`src/rtl/trap_initiator.sv`:
```
// Trap source: machine timer/software-interrupt registers plus exception/interrupt arbitration.
// Latency: exception -> trap_en next cycle; interrupt -> drain until pipe_empty, then trap_en next cycle.
// Backpressure: stall_fetch holds fetch while an interrupt drains; timer writes are accepted in every state.
`timescale 1ns/1ps
module trap_initiator #(
   parameter int REG_WIDTH = 64,
   parameter int TIMER_DIV = 1
) (
   input  logic                 clk,
   input  logic                 reset,
   input  logic                 tmr_wr_en,
   input  logic [1:0]           tmr_wr_sel,
   input  logic [REG_WIDTH-1:0] tmr_wr_data,
   output logic [REG_WIDTH-1:0] mtime,
   output logic                 mip_mtip,
   output logic                 mip_msip,
   input  logic                 mstatus_mie,
   input  logic                 mie_mtie,
   input  logic                 mie_msie,
   input  logic [1:0]           curr_priv,
   input  logic                 exc_valid,
   input  logic [5:0]           exc_cause,
   input  logic [REG_WIDTH-1:0] exc_pc,
   input  logic [REG_WIDTH-1:0] exc_tval,
   input  logic [REG_WIDTH-1:0] commit_pc,
   input  logic                 pipe_empty,
   output logic                 stall_fetch,
   output logic                 trap_en,
   output logic [REG_WIDTH-1:0] trap_cause,
   output logic [REG_WIDTH-1:0] trap_pc,
   output logic [REG_WIDTH-1:0] trap_mtval
);

   // Prescaler is at least one bit wide so TIMER_DIV=1 still elaborates cleanly.
   localparam int PW = (TIMER_DIV > 1) ? $clog2(TIMER_DIV) : 1;
   localparam logic [PW-1:0] PRE_MAX = PW'(TIMER_DIV - 1);

   typedef enum logic [1:0] {
      IDLE  = 2'd0,
      DRAIN = 2'd1,
      FIRE  = 2'd2
   } state_t;

   state_t               state;
   logic [PW-1:0]        prescaler;
   logic [REG_WIDTH-1:0] mtimecmp;
   logic                 msip;
   logic [REG_WIDTH-1:0] irq_cause_lat;

   logic                 int_en;
   logic                 msi;
   logic                 mti;
   logic                 pre_wrap;
   logic [REG_WIDTH-1:0] irq_cause;
   logic [REG_WIDTH-1:0] exc_cause_ext;

   assign pre_wrap      = (prescaler == PRE_MAX);
   assign mip_mtip      = (mtime >= mtimecmp);
   assign mip_msip      = msip;
   assign int_en        = (curr_priv != 2'b11) | mstatus_mie;
   assign msi           = msip & mie_msie;
   assign mti           = mip_mtip & mie_mtie;
   // Software interrupt (code 3) outranks timer interrupt (code 7).
   assign irq_cause     = {1'b1, (REG_WIDTH-1)'(msi ? 3 : 7)};
   assign exc_cause_ext = {{(REG_WIDTH-6){1'b0}}, exc_cause};

   // Timer block: prescaled mtime counter, compare register and software-interrupt bit.
   always_ff @(posedge clk) begin
      if (reset) begin
         mtime     <= '0;
         mtimecmp  <= '1;
         msip      <= 1'b0;
         prescaler <= '0;
      end else begin
         prescaler <= pre_wrap ? '0 : prescaler + PW'(1);
         // A software write to mtime wins over the tick in the same cycle.
         if (tmr_wr_en && tmr_wr_sel == 2'd2)
            mtime <= tmr_wr_data;
         else if (pre_wrap)
            mtime <= mtime + REG_WIDTH'(1);
         if (tmr_wr_en && tmr_wr_sel == 2'd0)
            mtimecmp <= tmr_wr_data;
         if (tmr_wr_en && tmr_wr_sel == 2'd1)
            msip <= tmr_wr_data[0];
      end
   end

   // Trap FSM: outputs are registered so trap_en and its payload appear together in FIRE.
   always_ff @(posedge clk) begin
      if (reset) begin
         state         <= IDLE;
         irq_cause_lat <= '0;
         stall_fetch   <= 1'b0;
         trap_en       <= 1'b0;
         trap_cause    <= '0;
         trap_pc       <= '0;
         trap_mtval    <= '0;
      end else begin
         stall_fetch <= 1'b0;
         trap_en     <= 1'b0;
         trap_cause  <= '0;
         trap_pc     <= '0;
         trap_mtval  <= '0;
         case (state)
            IDLE: begin
               if (exc_valid) begin
                  // Exceptions beat a simultaneous interrupt.
                  state      <= FIRE;
                  trap_en    <= 1'b1;
                  trap_cause <= exc_cause_ext;
                  trap_pc    <= exc_pc;
                  trap_mtval <= exc_tval;
               end else if (int_en && (msi || mti)) begin
                  state         <= DRAIN;
                  irq_cause_lat <= irq_cause;
                  stall_fetch   <= 1'b1;
               end
            end
            DRAIN: begin
               if (exc_valid) begin
                  // The interrupt is dropped here and re-arbitrated once back in IDLE.
                  state      <= FIRE;
                  trap_en    <= 1'b1;
                  trap_cause <= exc_cause_ext;
                  trap_pc    <= exc_pc;
                  trap_mtval <= exc_tval;
               end else if (pipe_empty) begin
                  // Cause was frozen on entry; no re-arbitration while draining.
                  state      <= FIRE;
                  trap_en    <= 1'b1;
                  trap_cause <= irq_cause_lat;
                  trap_pc    <= commit_pc;
               end else begin
                  stall_fetch <= 1'b1;
               end
            end
            FIRE: begin
               // Trap flushes the pipeline, so any exc_valid seen here is stale.
               state <= IDLE;
            end
            default: begin
               state <= IDLE;
            end
         endcase
      end
   end

endmodule
```
`config.mk`:
```
export PLATFORM = sky130hd
export DESIGN_NAME = trap_initiator
export DESIGN_NICKNAME = d
export VERILOG_FILES = /design/src/rtl/trap_initiator.sv
export SDC_FILE = /design/constraint.sdc
export NUM_CORES = 1
export LEC_CHECK = 0
export BUFFER_PORTS_ARGS = -buffer_cell sky130_fd_sc_hd__buf_2
export CAP_MARGIN = 25
export CORE_AREA = 5 5 204 206
export DETAILED_ROUTE_END_ITERATION = 8
export DIE_AREA = 0 0 209 211
export PLACE_DENSITY = 0.53
export SKIP_LAST_GASP = 1
export SYNTH_ARGS = -nofsm -noshare
export SYNTH_HDL_FRONTEND = slang
export SYNTH_SLANG_ARGS = --single-unit
```
`constraint.sdc`:
```
create_clock -name clk -period 3.6 [get_ports clk]
set_input_delay 0.18 -clock clk [delete_from_list [all_inputs] [get_ports clk]]
set_output_delay 0.18 -clock clk [all_outputs]
set_load 0.02 [all_outputs]
```
* After elaboration in Yosys (flattened, before gate mapping)
Index checks and enable logic that the tools add are counted.
** Storage, ports and cells
- Flip-flop bits (word level) :: 390
- Input bits :: 274
- Output and inout port bits :: 260
- Logic and storage cells :: 64
** Cells by class
- $add $sub $neg :: 2
- Order comparisons :: 1
- Eq/ne operators :: 7
- Mux-type cells :: 25
- Bitwise logic cells :: 6
- Reductions and logical operators :: 12
** Operator list (count)
- two-way mux 64 bit :: 7
- one-hot mux 64 bit (2 select lines) :: 2
- adder 64 x 1 -> 64 bit, second input constant :: 1
- >= comparator 64 bit :: 1
- two-way mux 2 bit :: 4
- two-way mux 1 bit :: 7
- two-way mux 6 bit :: 1
- != test 3 bit, second input constant :: 2
- equality test 2 x 1 -> 1 bit, second input constant :: 2
- logical AND 1 bit :: 4
- logical NOT 2 bit :: 2
- one-hot mux 1 bit (2 select lines) :: 2
- one-hot mux 2 bit (2 select lines) :: 1
- OR reduction 2 bit :: 2
- two-way mux 3 bit :: 1
- inverter 1 bit :: 3
- AND reduction 3 bit :: 1
- OR reduction 3 bit :: 1
- AND 1 bit :: 2
- equality test 2 bit, second input constant :: 1
- != test 2 x 1 -> 1 bit, second input constant :: 1
- != test 2 bit, second input constant :: 1
- AND reduction 2 bit :: 1
- adder 1 bit, second input constant :: 1
- other kinds (2) :: 2

* Logic depth before layout (Yosys ltp)
- Depth in word-level cells :: 7
- Mapped depth :: 8
- Mapped depth without buffers :: 8

* Worst setup path before layout
No wires, ideal clock.
- Path kind :: reg-to-reg
- Start point :: reg mtime[0]
- End point :: reg mtime[18]
- Library setup time :: 0.091 ns
- Arrival :: 2.125 ns
- Required time :: 3.509 ns
- Setup slack :: 1.384 ns
- Stages on the path, launching flop included :: 7
- Path buffers :: 0
- Period minus slack after synthesis :: 2.216 ns
- Path through :: dfxtp_1 -> ha_1 -> nor2b_1 -> nand4_1 -> or3_1 -> or3_1 -> a311oi_1
** On the way
- Word-level cells in the longest chain between the ends :: 3
** Ends and longest elaborated chain
- start: declaration :: RTL line 14 : output logic [REG_WIDTH-1:0] mtime,
- start signal: assignment :: RTL line 78 : mtime <= tmr_wr_data;
- start signal: assignment :: RTL line 80 : mtime <= mtime + REG_WIDTH'(1);
- adder 64 x 1 -> 64 bit :: RTL line 80
- two-way mux 64 bit :: RTL line 79 : else if (pre_wrap)
- two-way mux 64 bit :: RTL line 77 : if (tmr_wr_en && tmr_wr_sel == 2'd2)
No other way between the ends. The select of a mux whose other input is x is not followed.
A chain may end at the register's enable or synchronous reset.

* Worst setup path after layout
- Start point :: reg mtime[43]
- End point :: out mip_mtip
** On the way
- Word-level cells in the longest chain between the ends :: 1
** Ends and longest elaborated chain
- >= comparator 64 bit :: RTL line 58 : assign mip_mtip = (mtime >= mtimecmp);
- end: declaration :: RTL line 15 : output logic mip_mtip,
No other way between the ends.

==> metrics.txt <==
# TYPE chip_impl_metric gauge
chip_impl_metric{name="ff2ff_setup_slack",unit="ns"} 0.90
chip_impl_metric{name="h_tree_level_count",unit=""} 1
chip_impl_metric{name="syn_inst",unit=""} 1252
chip_impl_metric{name="clock_net_sink_count",unit=""} 271
chip_impl_metric{name="worstSkewPairLatency",unit="ns"} 0.60
chip_impl_metric{name="postSynth.asyncResetShare",unit="%"} 0
chip_impl_metric{name="ys_warn_count",unit=""} 0
chip_impl_metric{name="vias_per_cell",unit=""} 4.67
chip_impl_info{name="critical_path_class",value="reg -> out"} 1
chip_impl_metric{name="grt_pass1_vias",unit=""} 11900
chip_impl_metric{name="final.hold.worst_slack",unit="ns"} 0.0455
chip_impl_metric{name="area.sequential",unit="µm²"} 5430
chip_impl_metric{name="place.gp.congestion",unit=""} 0.951
chip_impl_metric{name="clock_skew",unit="ns"} 0.0363
chip_impl_metric{name="fin_crit_sh",unit="%"} 93.6
chip_impl_metric{name="layout-area-overhead-vs-synth",unit="%"} 55.6
chip_impl_metric{name="dp_hpwl",unit="µm"} 35100
chip_impl_metric{name="slew_headroom",unit="%"} 31.0
chip_impl_info{name="crit_path_end_kind",value="output port"} 1
chip_impl_metric{name="multi_input_area",unit="µm²"} 5550
chip_impl_info{name="grt_setup_unrepaired",value="no"} 1
chip_impl_metric{name="antenna_found_initial",unit=""} 1
chip_impl_metric{name="worst_hold_path.num_cells",unit=""} 4
chip_impl_metric{name="port_buffers",unit=""} 476
chip_impl_metric{name="route.vias.total",unit=""} 11800
chip_impl_info{name="worst_setup_path_start_kind",value="register"} 1
chip_impl_metric{name="final_layout_size_suffix_gt1_share",unit="%"} 27.6
chip_impl_metric{name="post-place-cells",unit=""} 2195
chip_impl_info{name="min-delay-path-class",value="in -> reg"} 1
chip_impl_info{name="run_status",value="complete, no violations"} 1
chip_impl_metric{name="design.core.area",unit="µm²"} 39500
chip_impl_metric{name="number_of_endpoints_with_negative_hold_slack_in_the_final_report",unit=""} 0
chip_impl_metric{name="wire_length_of_the_first_global_routing_pass",unit="µm"} 73200
chip_impl_metric{name="num_rows",unit=""} 73
chip_impl_metric{name="tritoncts.num_buffers",unit=""} 31
chip_impl_info{name="whs_endpoint",value="irq_cause_lat[1]$_SDFFE_PP0P_"} 1
chip_impl_metric{name="final.min_clock_period",unit="ns"} 3.37
chip_impl_metric{name="number_of_drc_markers_in_iteration_0",unit=""} 665
chip_impl_metric{name="critical_path.max_fanout",unit=""} 8
chip_impl_info{name="critical_path.reg2reg.endpoint",value="state[0]$_SDFFE_PP0P_"} 1
chip_impl_metric{name="layout.cells.non_filler",unit=""} 2524
chip_impl_metric{name="drt_first_pass_iters",unit=""} 7
chip_impl_metric{name="die_w",unit="µm"} 209
chip_impl_metric{name="post_synth.cell_area_avg",unit="µm²"} 9.36
chip_impl_metric{name="avgRoutedWirePerCell",unit="µm"} 19.5
chip_impl_metric{name="ys_seq_elements",unit=""} 271
chip_impl_metric{name="max_cap_violations",unit=""} 0
chip_impl_metric{name="grt_overflow_total",unit=""} 0
chip_impl_metric{name="design.portCount",unit=""} 534
chip_impl_metric{name="setup_viol_count_final",unit=""} 0
chip_impl_metric{name="r2r.worst_path.cells",unit=""} 7
chip_impl_metric{name="route.antenna.remaining_nets",unit=""} 0
chip_impl_metric{name="synth_area",unit="µm²"} 11700
chip_impl_metric{name="design.final.nets",unit=""} 2312
chip_impl_metric{name="total_power",unit="mW"} 7.73
chip_impl_info{name="tritoncts",value="yes"} 1
chip_impl_metric{name="total_leakage_power",unit="nW"} 8.97
chip_impl_metric{name="report.final.slew_viol_count",unit=""} 0
chip_impl_metric{name="p_per_area",unit="nW/µm²"} 424
chip_impl_metric{name="seq_area_frac_synth",unit="%"} 46.3
chip_impl_metric{name="synth_cell_types",unit=""} 51
chip_impl_metric{name="layout.filler_cells",unit=""} 3772
chip_impl_metric{name="critPathRequiredTime",unit="ns"} 3.42
chip_impl_metric{name="layout.core_utilization",unit="%"} 46.2
chip_impl_info{name="worst_hold_startpoint",value="mie_msie"} 1
chip_impl_metric{name="drc",unit=""} 0
chip_impl_metric{name="setup_total_negative_slack",unit="ns"} 0
chip_impl_info{name="synthFlopType",value="sky130_fd_sc_hd__dfxtp_1"} 1
chip_impl_metric{name="clkTransAtPathRegs",unit="ns"} 0.06
chip_impl_metric{name="pin_count_of_the_biggest_net_entering_global_routing",unit=""} 135
chip_impl_metric{name="cp.arrival",unit="ns"} 3.19
chip_impl_metric{name="global_route.usage.total",unit="%"} 20.9
chip_impl_metric{name="fmaxAchievable",unit="GHz"} 0.297
chip_impl_info{name="regToRegStartpoint",value="mtime[43]$_SDFFE_PP0P_"} 1
chip_impl_info{name="clockRootBuffer",value="sky130_fd_sc_hd__clkbuf_16"} 1
chip_impl_metric{name="die_footprint",unit="µm²"} 44100
chip_impl_metric{name="cts-root-to-sink-buffers",unit=""} 3
chip_impl_metric{name="vdd.ir_drop.worst",unit="mV"} 0.283
chip_impl_metric{name="synth_edf_count",unit=""} 0
chip_impl_metric{name="initial_utilization",unit="%"} 29.7
chip_impl_metric{name="tightest_slew",unit="ns"} 1.04
chip_impl_metric{name="postRouteWirelength",unit="µm"} 49200
chip_impl_metric{name="die_h",unit="µm"} 211
[layer usage]
metal  share of wire (%)  GRT usage (%)
met5                   0              0
met4                 3.4           7.00
met3                 6.5           4.44
met2                  48           36.2
met1                  42           26.0
[cell families after synthesis]
logic type	synth area share, %
fa+ha+maj	6.94
flops	46.3
simple gates	17.4
buf+inv	8.29
compound gates	16.7
mux	0.342
other cells	0.0320
xor+xnor	4.04
[flip-flops by register name, summed over array words and instances (netlist names), 2 cells and up]
signal / count
mtime: 64
trap_mtval: 64
trap_pc: 64
mtimecmp: 64
irq_cause_lat: 2
state: 2
trap_cause: 7
[worst max-delay path by stage]
stage	startpoint	end	slack [ns]	cells past startpoint
floorplan	mtime[0]$_SDFFE_PP0P_	mtime[18]$_SDFFE_PP0P_	1.38	6
global placement	mtime[43]$_SDFFE_PP0P_	mip_mtip	0.83	8
detailed placement	mtime[43]$_SDFFE_PP0P_	mip_mtip	0.76	8
CTS	mtime[43]$_SDFFE_PP0P_	mip_mtip	0.10	8
global route	mtime[43]$_SDFFE_PP0P_	mip_mtip	0.04	8
finish	mtime[43]$_SDFFE_PP0P_	mip_mtip	0.23	8
[layout by cell type (no fill, tap or decap), types with 29 or more instances in the layout]
cell type	instances
sky130_fd_sc_hd__dfxtp_1	271
sky130_fd_sc_hd__a21oi_1	39
sky130_fd_sc_hd__nor2_1	67
sky130_fd_sc_hd__xnor2_1	32
sky130_fd_sc_hd__o211ai_1	63
sky130_fd_sc_hd__ha_1	65
sky130_fd_sc_hd__nand3_1	29
sky130_fd_sc_hd__inv_1	76
sky130_fd_sc_hd__buf_2	476
sky130_fd_sc_hd__and2_1	69
sky130_fd_sc_hd__dlygate4sd3_1	270
sky130_fd_sc_hd__o21ai_0	37
sky130_fd_sc_hd__a22o_1	65
sky130_fd_sc_hd__conb_1	58
sky130_fd_sc_hd__a211oi_1	42
sky130_fd_sc_hd__clkbuf_16	31
sky130_fd_sc_hd__nand2_1	108
[critical path, cell delays in order (launching register included)]
cell and delay [ns]:
sky130_fd_sc_hd__dfxtp_1 0.49, sky130_fd_sc_hd__ha_1 0.30, sky130_fd_sc_hd__a21oi_1 0.13, sky130_fd_sc_hd__o21ai_0 0.11, sky130_fd_sc_hd__a221oi_1 0.53, sky130_fd_sc_hd__o21ai_0 0.29
sky130_fd_sc_hd__o31ai_1 0.45, sky130_fd_sc_hd__nand2b_1 0.10, sky130_fd_sc_hd__buf_2 0.19
[synth_stat cells, types with 4 or more instances]
master / n / share of area [%]
sky130_fd_sc_hd__a211oi_1: 42 / 2.7
sky130_fd_sc_hd__a21o_1: 5 / 0.32
sky130_fd_sc_hd__a21oi_1: 39 / 1.7
sky130_fd_sc_hd__a22o_1: 65 / 4.9
sky130_fd_sc_hd__a311oi_1: 10 / 0.75
sky130_fd_sc_hd__and2_1: 69 / 3.7
sky130_fd_sc_hd__and3_1: 7 / 0.37
sky130_fd_sc_hd__and4_1: 9 / 0.67
sky130_fd_sc_hd__buf_1: 6 / 0.19
sky130_fd_sc_hd__buf_4: 57 / 3.7
sky130_fd_sc_hd__clkbuf_1: 59 / 1.9
sky130_fd_sc_hd__dfxtp_1: 271 / 46
sky130_fd_sc_hd__ha_1: 65 / 6.9
sky130_fd_sc_hd__inv_1: 76 / 2.4
sky130_fd_sc_hd__mux2i_1: 4 / 0.34
sky130_fd_sc_hd__nand2_1: 108 / 3.5
sky130_fd_sc_hd__nand2b_1: 5 / 0.27
sky130_fd_sc_hd__nand3_1: 29 / 1.2
sky130_fd_sc_hd__nand4_1: 22 / 1.2
sky130_fd_sc_hd__nor2_1: 67 / 2.1
sky130_fd_sc_hd__nor3_1: 18 / 0.77
sky130_fd_sc_hd__nor4_1: 14 / 0.75
sky130_fd_sc_hd__o211ai_1: 63 / 4.0
sky130_fd_sc_hd__o21ai_0: 37 / 1.6
sky130_fd_sc_hd__or3_1: 12 / 0.64
sky130_fd_sc_hd__xnor2_1: 32 / 2.4
sky130_fd_sc_hd__xor2_1: 22 / 1.6
[repair_timing]
| action | in CTS | in global routing |
|---|---|---|
| gates resized for setup | 0 | 0 |
| setup endpoints to repair | 0 | 0 |
| setup buffers | 0 | 0 |
| endpoints found under the hold margin | 269 | 0 |
| hold buffers | 270 | 0 |
[final cells by class]
| type | count | share of cell area, % |
|---|---|---|
| timing repair buffer | 755 | 28.5 |
| inverter | 77 | 1.59 |
| tap | 525 | 3.60 |
| sequential | 271 | 29.8 |
| clock buffer | 46 | 5.12 |
| antenna | 2 | 0.0275 |
| multi-input combinational | 837 | 30.4 |
| clock inverter | 11 | 0.975 |
[report_power, final]
| group | internal, mW | switching, mW |
|---|---|---|
| clock | 2.08 | 1.34 |
| combinational | 0.500 | 0.584 |
| sequential | 3.14 | 0.0965 |
[per-stage QoR]
stage               worst slack (ns)  instance area (µm²)
global placement               0.832                14400
finish                         0.231                18200
floorplan                       1.38                11900
CTS                            0.101                18200
global route                  0.0404                18200
detailed placement             0.761                14400
Note: power is estimated with default switching activity, not from simulation.
